<file path="src/rtl/mutex_arbiter.sv">
// mutex_arbiter: N-way round-robin mutual-exclusion arbiter with registered one-hot grant.
// Optional forced revoke after HOLD_MAX grant cycles: define MUTEX_ARB_TIMEOUT_EN.
module mutex_arbiter #(
  parameter int  N        = 4,
  parameter int  HOLD_MAX = 255,
  localparam int IW       = (N > 1) ? $clog2(N) : 1
) (
  input  logic          clk,
  input  logic          rst_n,
  input  logic [N-1:0]  req,
  output logic [N-1:0]  gnt,
  output logic [IW-1:0] gnt_id,
  output logic          busy,
  output logic          timeout_err
);

  typedef enum logic [1:0] {IDLE, GRANT, RELEASE} state_t;

  state_t        state_reg;
  logic [N-1:0]  gnt_reg;
  logic [IW-1:0] gnt_id_reg;
  logic          busy_reg;
  logic [IW-1:0] ptr_reg;

  logic [N-1:0]  block;
  logic [N-1:0]  elig;
  logic [N-1:0]  sel_onehot;
  logic          sel_found;
  logic [IW-1:0] sel_idx;
  logic [IW-1:0] ptr_next;
  logic          owner_req;
  logic          revoke;

  if (N < 2 || N > 16 || HOLD_MAX < 1) begin : g_param_err
    $error("mutex_arbiter: N must be 2..16 and HOLD_MAX at least 1");
  end

`ifdef MUTEX_ARB_TIMEOUT_EN
  localparam int CW = (HOLD_MAX > 255) ? 16 : 8;

  logic [CW-1:0] hold_cnt_reg;
  logic [N-1:0]  block_reg;
  logic          timeout_err_reg;

  // A release on the final allowed cycle wins over the revoke.
  assign revoke      = (state_reg == GRANT) && owner_req &&
                       (hold_cnt_reg == CW'(HOLD_MAX - 1));
  assign block       = block_reg;
  assign timeout_err = timeout_err_reg;
`else
  assign revoke      = 1'b0;
  assign block       = '0;
  assign timeout_err = 1'b0;
`endif

  for (genvar gi = 0; gi < N; gi++) begin : g_lane
    assign elig[gi]       = req[gi] & ~block[gi];
    assign sel_onehot[gi] = (sel_idx == IW'(gi));
  end

  // Scan from ptr upward with wrap; walking backwards lets the nearest eligible index win.
  always_comb begin : sel_scan
    int j;
    sel_found = 1'b0;
    sel_idx   = '0;
    for (int k = N - 1; k >= 0; k--) begin
      j = int'(ptr_reg) + k;
      if (j >= N) j = j - N;
      if (elig[IW'(j)]) begin
        sel_found = 1'b1;
        sel_idx   = IW'(j);
      end
    end
  end

  assign ptr_next  = (sel_idx == IW'(N - 1)) ? '0 : sel_idx + 1'b1;
  assign owner_req = req[gnt_id_reg];

  always_ff @(posedge clk or negedge rst_n) begin
    if (!rst_n) begin
      state_reg       <= IDLE;
      gnt_reg         <= '0;
      gnt_id_reg      <= '0;
      busy_reg        <= 1'b0;
      ptr_reg         <= '0;
`ifdef MUTEX_ARB_TIMEOUT_EN
      hold_cnt_reg    <= '0;
      block_reg       <= '0;
      timeout_err_reg <= 1'b0;
`endif
    end else begin
`ifdef MUTEX_ARB_TIMEOUT_EN
      timeout_err_reg <= revoke;
      // A blocked requester becomes eligible again once it has been seen low.
      block_reg       <= (block_reg & req) | (revoke ? gnt_reg : '0);
      hold_cnt_reg    <= (state_reg == GRANT) ? hold_cnt_reg + 1'b1 : '0;
`endif
      case (state_reg)
        GRANT: begin
          if (!owner_req || revoke) begin
            state_reg  <= RELEASE;
            gnt_reg    <= '0;
            gnt_id_reg <= '0;
            busy_reg   <= 1'b0;
          end
        end
        default: begin
          if (sel_found) begin
            state_reg  <= GRANT;
            gnt_reg    <= sel_onehot;
            gnt_id_reg <= sel_idx;
            busy_reg   <= 1'b1;
            ptr_reg    <= ptr_next;
          end else begin
            state_reg  <= IDLE;
          end
        end
      endcase
    end
  end

  assign gnt    = gnt_reg;
  assign gnt_id = gnt_id_reg;
  assign busy   = busy_reg;

endmodule

</file>
<file path="config.mk">
export PLATFORM = sky130hd
export DESIGN_NAME = mutex_arbiter
export DESIGN_NICKNAME = d
export VERILOG_FILES = /design/src/rtl/mutex_arbiter.sv
export SDC_FILE = /design/constraint.sdc
export NUM_CORES = 1
export LEC_CHECK = 0
export CORE_UTILIZATION = 40
export DETAILED_ROUTE_END_ITERATION = 8
export PLACE_DENSITY = 0.66
export SYNTH_ARGS = -nofsm -noshare
export SYNTH_HDL_FRONTEND = slang
export SYNTH_SLANG_ARGS = --single-unit
</file>
<file path="constraint.sdc">
create_clock -name clk -period 2.3 [get_ports clk]
set_input_delay 0.69 -clock clk [delete_from_list [all_inputs] [get_ports clk]]
set_output_delay 0.69 -clock clk [all_outputs]
set_load 0.03 [all_outputs]
</file>
# Yosys cells after proc, flatten, opt, wreduce, memory -nomap -nowiden
# Cells that the tools add are included.
# Widths: inputs -> output; s select.
classes:
  addsub: 8
  n_lt_le_gt_ge: 9
  eq_ne: 5
  n_mux: 39
  n_bitwise: 1
  reduce_logical: 4
ops:
  columns: ["cell", "count"]
  rows:
  - ["$mux 2", 14]
  - ["$mux 1", 17]
  - ["$lt 2x4->1 const B", 4]
  - ["$mux 4", 3]
  - ["$bmux 1 s2", 5]
  - ["$ge 3x3->1 const B", 3]
  - ["$sub 2x1->2 const B", 4]
  - ["$add 2x2->3 const B", 2]
  - ["$eq 2x1->1 const B", 2]
  - ["$eq 2x2->1 const B", 2]
  - ["$reduce_and 2->1", 2]
  - ["$add 2x1->3 const B", 1]
  - ["$ge 2x3->1 const B", 1]
  - ["$lt 2x3->1 const B", 1]
  - ["$add 2x1->2 const B", 1]
  - ["$logic_not 2->1", 1]
  - ["$ne 2x2->1 const B", 1]
  - ["$reduce_bool 2->1", 1]
  - ["$not 1->1", 1]
totals:
  ff_bits: 11
  inputBits: 6
  output_inout_bits: 8
  elab_cells: 71

# Logic depth before layout (Yosys ltp)
depth:
  ltp_word: 13
  depth_mapped: 6

# Least setup slack after synthesis
# OpenSTA, ideal clock, no wires.
synth_timing:
  kind: "in2reg"
  from: "input req[2]"
  to: "register ptr_reg[1]"
  arrival_ns: 1.811
  setup_slack_ns: 0.362
  path_stages: 5
  n_path_buf: 0
  path_cell_list: "mux2i_1 > nor2_1 > nor3_1 > ha_1 > mux2_1"
synth_via:
  elab_chain_cells: 9
synth_lines:
  columns: ["item", "line", "rtl"]
  rows:
  - ["start: declaration", "10", "input logic [N-1:0] req,"]
  - ["$bmux 1 s2", "69", "if (elig[IW'(j)]) begin"]
  - ["$mux 1 (implied by the code) (2 in a row)", "69", null]
  - ["$mux 2 (3 in a row)", "69", null]
  - ["$mux 2 *", "69", null]
  - ["$add 2x1->2 or $eq 2x2->1 (tied branches)", "76", "assign ptr_next = (sel_idx == IW'(N - 1)) ? '0 : sel_idx + 1'b1;"]
  - ["$mux 2 *", "76", null]
  - ["net ptr_next[1]", "30", "logic [IW-1:0] ptr_next;"]
  - ["end signal: assignment", "113", "ptr_reg <= ptr_next;"]
  - ["end: declaration", "23", "logic [IW-1:0] ptr_reg;"]
# The timed path passes the listed nets; every way through them passes the cells marked *. The select of a mux whose other input is x is not followed.
# A chain may end at the register's enable or synchronous reset.

# Worst setup path in the final report
layout_timing:
  from: "input req[0]"
  to: "register ptr_reg[1]"
# The elaborated chain is that of the path after synthesis.

==> flow_summary_export.csv <==
group,metric,value,unit
status,result_of_the_run,"complete, no violations",
yosys,area_share_of_the_largest_cell_type_after_synthesis,46.4,%
finish,number_of_flip_flops_in_the_largest_register,4,
yosys,synth.cell_area,593,sq um
routing,postRouteWirelength,1190,um
placed_design,globalplace.congestion,0.730,
cts,cts_tree,"yes",
critical_path,critPathBufInv,2,
yosys,synth.net_count,66,
floorplan,die_x,40.5,um
sta,final_min_period_over_clock_period,92.9,%
global_routing,globalRouteOverflowTotal,0,
finish,final-instance-count-excl-fill,94,
yosys,synthDistinctLibCells,24,
yosys,ys_seq_elements,11,
pwr,leakagePower,0.380,nW
cts,cts_repair_resize_count,0,
sta,worst_hold_slack,0.502,ns
sta,finClkSkew,0.00377,ns
cts,max-clock-path-buffers,2,
yosys,synth_enable_flop_cells,0,
routing,route.detailed.vias_per_inst,5.26,
floorplan,area_of_the_die,0.00164,sq mm
pwr,power.density,1380,mW/mm^2
critical_path,worstPathRequired,2.44,ns
sta,minimum_clock_period,2.14,ns
pwr,max-vdd-ir-drop,0.748,mV
critical_path,path_delay_family,"buffers and inverters",
routing,wl_met3,56,um
critical_path,crit_type,"input pin to register",
cts,cts_post_setup_buffers_inserted,0,
finish,synthToLayoutAreaGrowth,36.7,%
placed_design,post-dp-hpwl,897,um
yosys,netlist_top_cells_area,"sky130_fd_sc_hd__dfrtp_1 46%, sky130_fd_sc_hd__ha_1 8.4%, sky130_fd_sc_hd__a22o_1 7.4%",
finish,utilization,60.8,%
global_routing,grt_pass1_wl,1930,um
finish,antenna_cells,0,
routing,ant_nets,0,
critical_path,worst-path-max-fanout,5,
floorplan,rows,13,
cts,cts-buffers-inserted,3,
routing,top_routing_layer_in_use,"met4",
cts,cts_htree_levels,1,
global_routing,grt_start_max_net_pins,12,
sta,finalSetupViolations,0,
global_routing,grt_antenna_before_repair,0,
routing,drt_pass1_iterations,4,
yosys,netlist_top_cells_count,"11 x sky130_fd_sc_hd__dfrtp_1, 5 x sky130_fd_sc_hd__a21oi_1, 5 x sky130_fd_sc_hd__a22o_1, 5 x sky130_fd_sc_hd__nor2_1",
finish,fillers,121,
sta,drv_slew,0,
placed_design,dp.cells,90,
global_routing,grt.total_usage,19.1,%
yosys,dominantRegCellSynth,"sky130_fd_sc_hd__dfrtp_1",
yosys,syn_avg_cell_area,10.6,sq um
cts,clockRootBuffer,"sky130_fd_sc_hd__clkbuf_4",
routing,route.detailed.wl_per_inst,12.7,um
floorplan,num_io_pins,14,
critical_path,critical_path.cell_chain,"clkdlybuf4s50_1 > nand2_1 > a21oi_1 > nor3_1 > buf_4 > ha_1 > mux2_1",
routing,wl_met2,552,um
global_routing,grt_pass1_vias,457,
worst_hold_path,hold_path_class,"register to register",
finish,nNetsFinal,90,
cts,count_of_hold_buffers_inserted_by_post_cts_repair,0,
yosys,synthArstFlopShare,100,%
job,cap_violations,0,
placed_design,count_of_port_buffers_added_during_placement,12,
sta,max_freq,0.468,GHz
routing,drt_first_iter_violations,2,
critical_path,critical_path.startpoint_type,"input pin",
finish,multi_input_gate_area,295,sq um
finish,final_layout_size_suffix_gt1_share,17.7,%
yosys,synth_largest_area_cell,"sky130_fd_sc_hd__dfrtp_1",
floorplan,initial_core_util,44.5,%
floorplan,dieHeight,40.5,um
yosys,synth.yosys.seq_area_share,46.4,%
yosys,netlist_instances,56,
routing,m1WireLength,570,um
sta,timing.final.hold_violations,0,
critical_path,arrival,2.28,ns
routing,vias_post_dr,494,
critical_path,critical-path-max-stage-delay,0.54,ns
cts,worstSkewPairLatency,0.26,ns
cts,worst_setup_hold_path_clk_slew,0.07,ns
yosys,yosysMostFrequentCell,"sky130_fd_sc_hd__dfrtp_1",
floorplan,core_region_area,0.00133,sq mm
critical_path,critical-path-slowest-cell,"sky130_fd_sc_hd__clkdlybuf4s50_1",
sta,rsz0062_at_grt,"no",
routing,route.detailed.drc,0,
placed_design,postPlaceCellArea,785,sq um
finish,regArea,275,sq um
yosys,ys_warn_count,0,
finish,postLayoutCellArea,811,sq um
critical_path,critPathCaptureType,"register",
cts,tritoncts_num_sinks,11,
[area by class of cell]
| class | count | share of cell area [%] |
|---|---|---|
| clock buffer | 4 | 3.24 |
| inverter | 4 | 1.85 |
| multi-input combinational | 40 | 36.4 |
| sequential | 11 | 34.0 |
| tap | 15 | 2.31 |
| timing repair buffer | 20 | 22.2 |
[report_power, final]
part           internal [mW]  total [mW]  switching [mW]  leakage (nW)
sequential             0.284       0.354          0.0698         0.137
combinational          0.314       0.642           0.328         0.229
clock                 0.0670       0.126          0.0595        0.0150
total                  0.665        1.12           0.457         0.380
[worst register-to-register path, delay by kind of cell (launching register included)]
family	cells	cell delay [ns]
DFF	1	0.45
buffers and inverters	1	0.16
muxes	2	0.52
and+or+nand+nor	2	0.23
adders and majority gates	1	0.23
[worst paths after layout]
kind                       depth (start not counted)                  endpoint  slack (ns)                    from
setup / recovery                                   7    ptr_reg[1]$_DFFE_PN0P_        0.16                  req[0]
hold / removal                                     1        gnt[2]$_DFFE_PN0P_        0.50      gnt[2]$_DFFE_PN0P_
setup reg to reg                                   6    ptr_reg[1]$_DFFE_PN0P_        0.60  ptr_reg[1]$_DFFE_PN0P_
hold reg to reg                                    1        gnt[2]$_DFFE_PN0P_        0.50      gnt[2]$_DFFE_PN0P_
max in group asynchronous                          1  state_reg[0]$_DFFE_PN0P_        1.21                   rst_n
min in group asynchronous                          1    ptr_reg[0]$_DFFE_PN0P_        0.76                   rst_n
[cell families after synthesis]
kind of cell,synth area share [%]
AND/OR/NAND/NOR,18.8
adder cells (fa/ha/maj),8.44
buffers and inverters,3.80
other,0.632
flip-flops,46.4
multiplexers,7.17
AO/OA/AOI/OAI,14.8
[stage by stage]
| stage | worst slack, ns | total power [mW] | setup TNS [ns] |
|---|---|---|---|
| after floorplan | 0.362 | 0.722 | 0 |
| after global placement | -0.0874 | 0.980 | -0.287 |
| after detailed placement | -0.106 | 0.992 | -0.408 |
| after CTS | 0.160 | 1.13 | 0 |
| after global routing | 0.0665 | 1.21 | 0 |
| final | 0.163 | 1.12 | 0 |
[metal layers]
layer / up-vias / GRT usage (%)
met5: - / 0
met4: 0 / 13.3
met3: 2 / 3.89
met2: 18 / 29.4
met1: 227 / 23.7
li1: 247 / -
[placed cells by master, fill, tap and decap left out, drive strengths merged]
master         instances
nor3b                  1
conb                   1
nand2                  2
and3                   1
nor2                   6
clkdlybuf4s50         12
nor3                   2
a2bb2oi                1
or3                    1
inv                    4
a221o                  1
nor2b                  1
and2                   1
ha                     4
a21oi                  5
nand3b                 1
mux2i                  2
nor4                   1
clkbuf                 4
a22o                   5
mux2                   2
buf                    8
nand2b                 1
dfrtp                 11
or2                    1
Note: power is estimated with default switching activity, not from simulation.
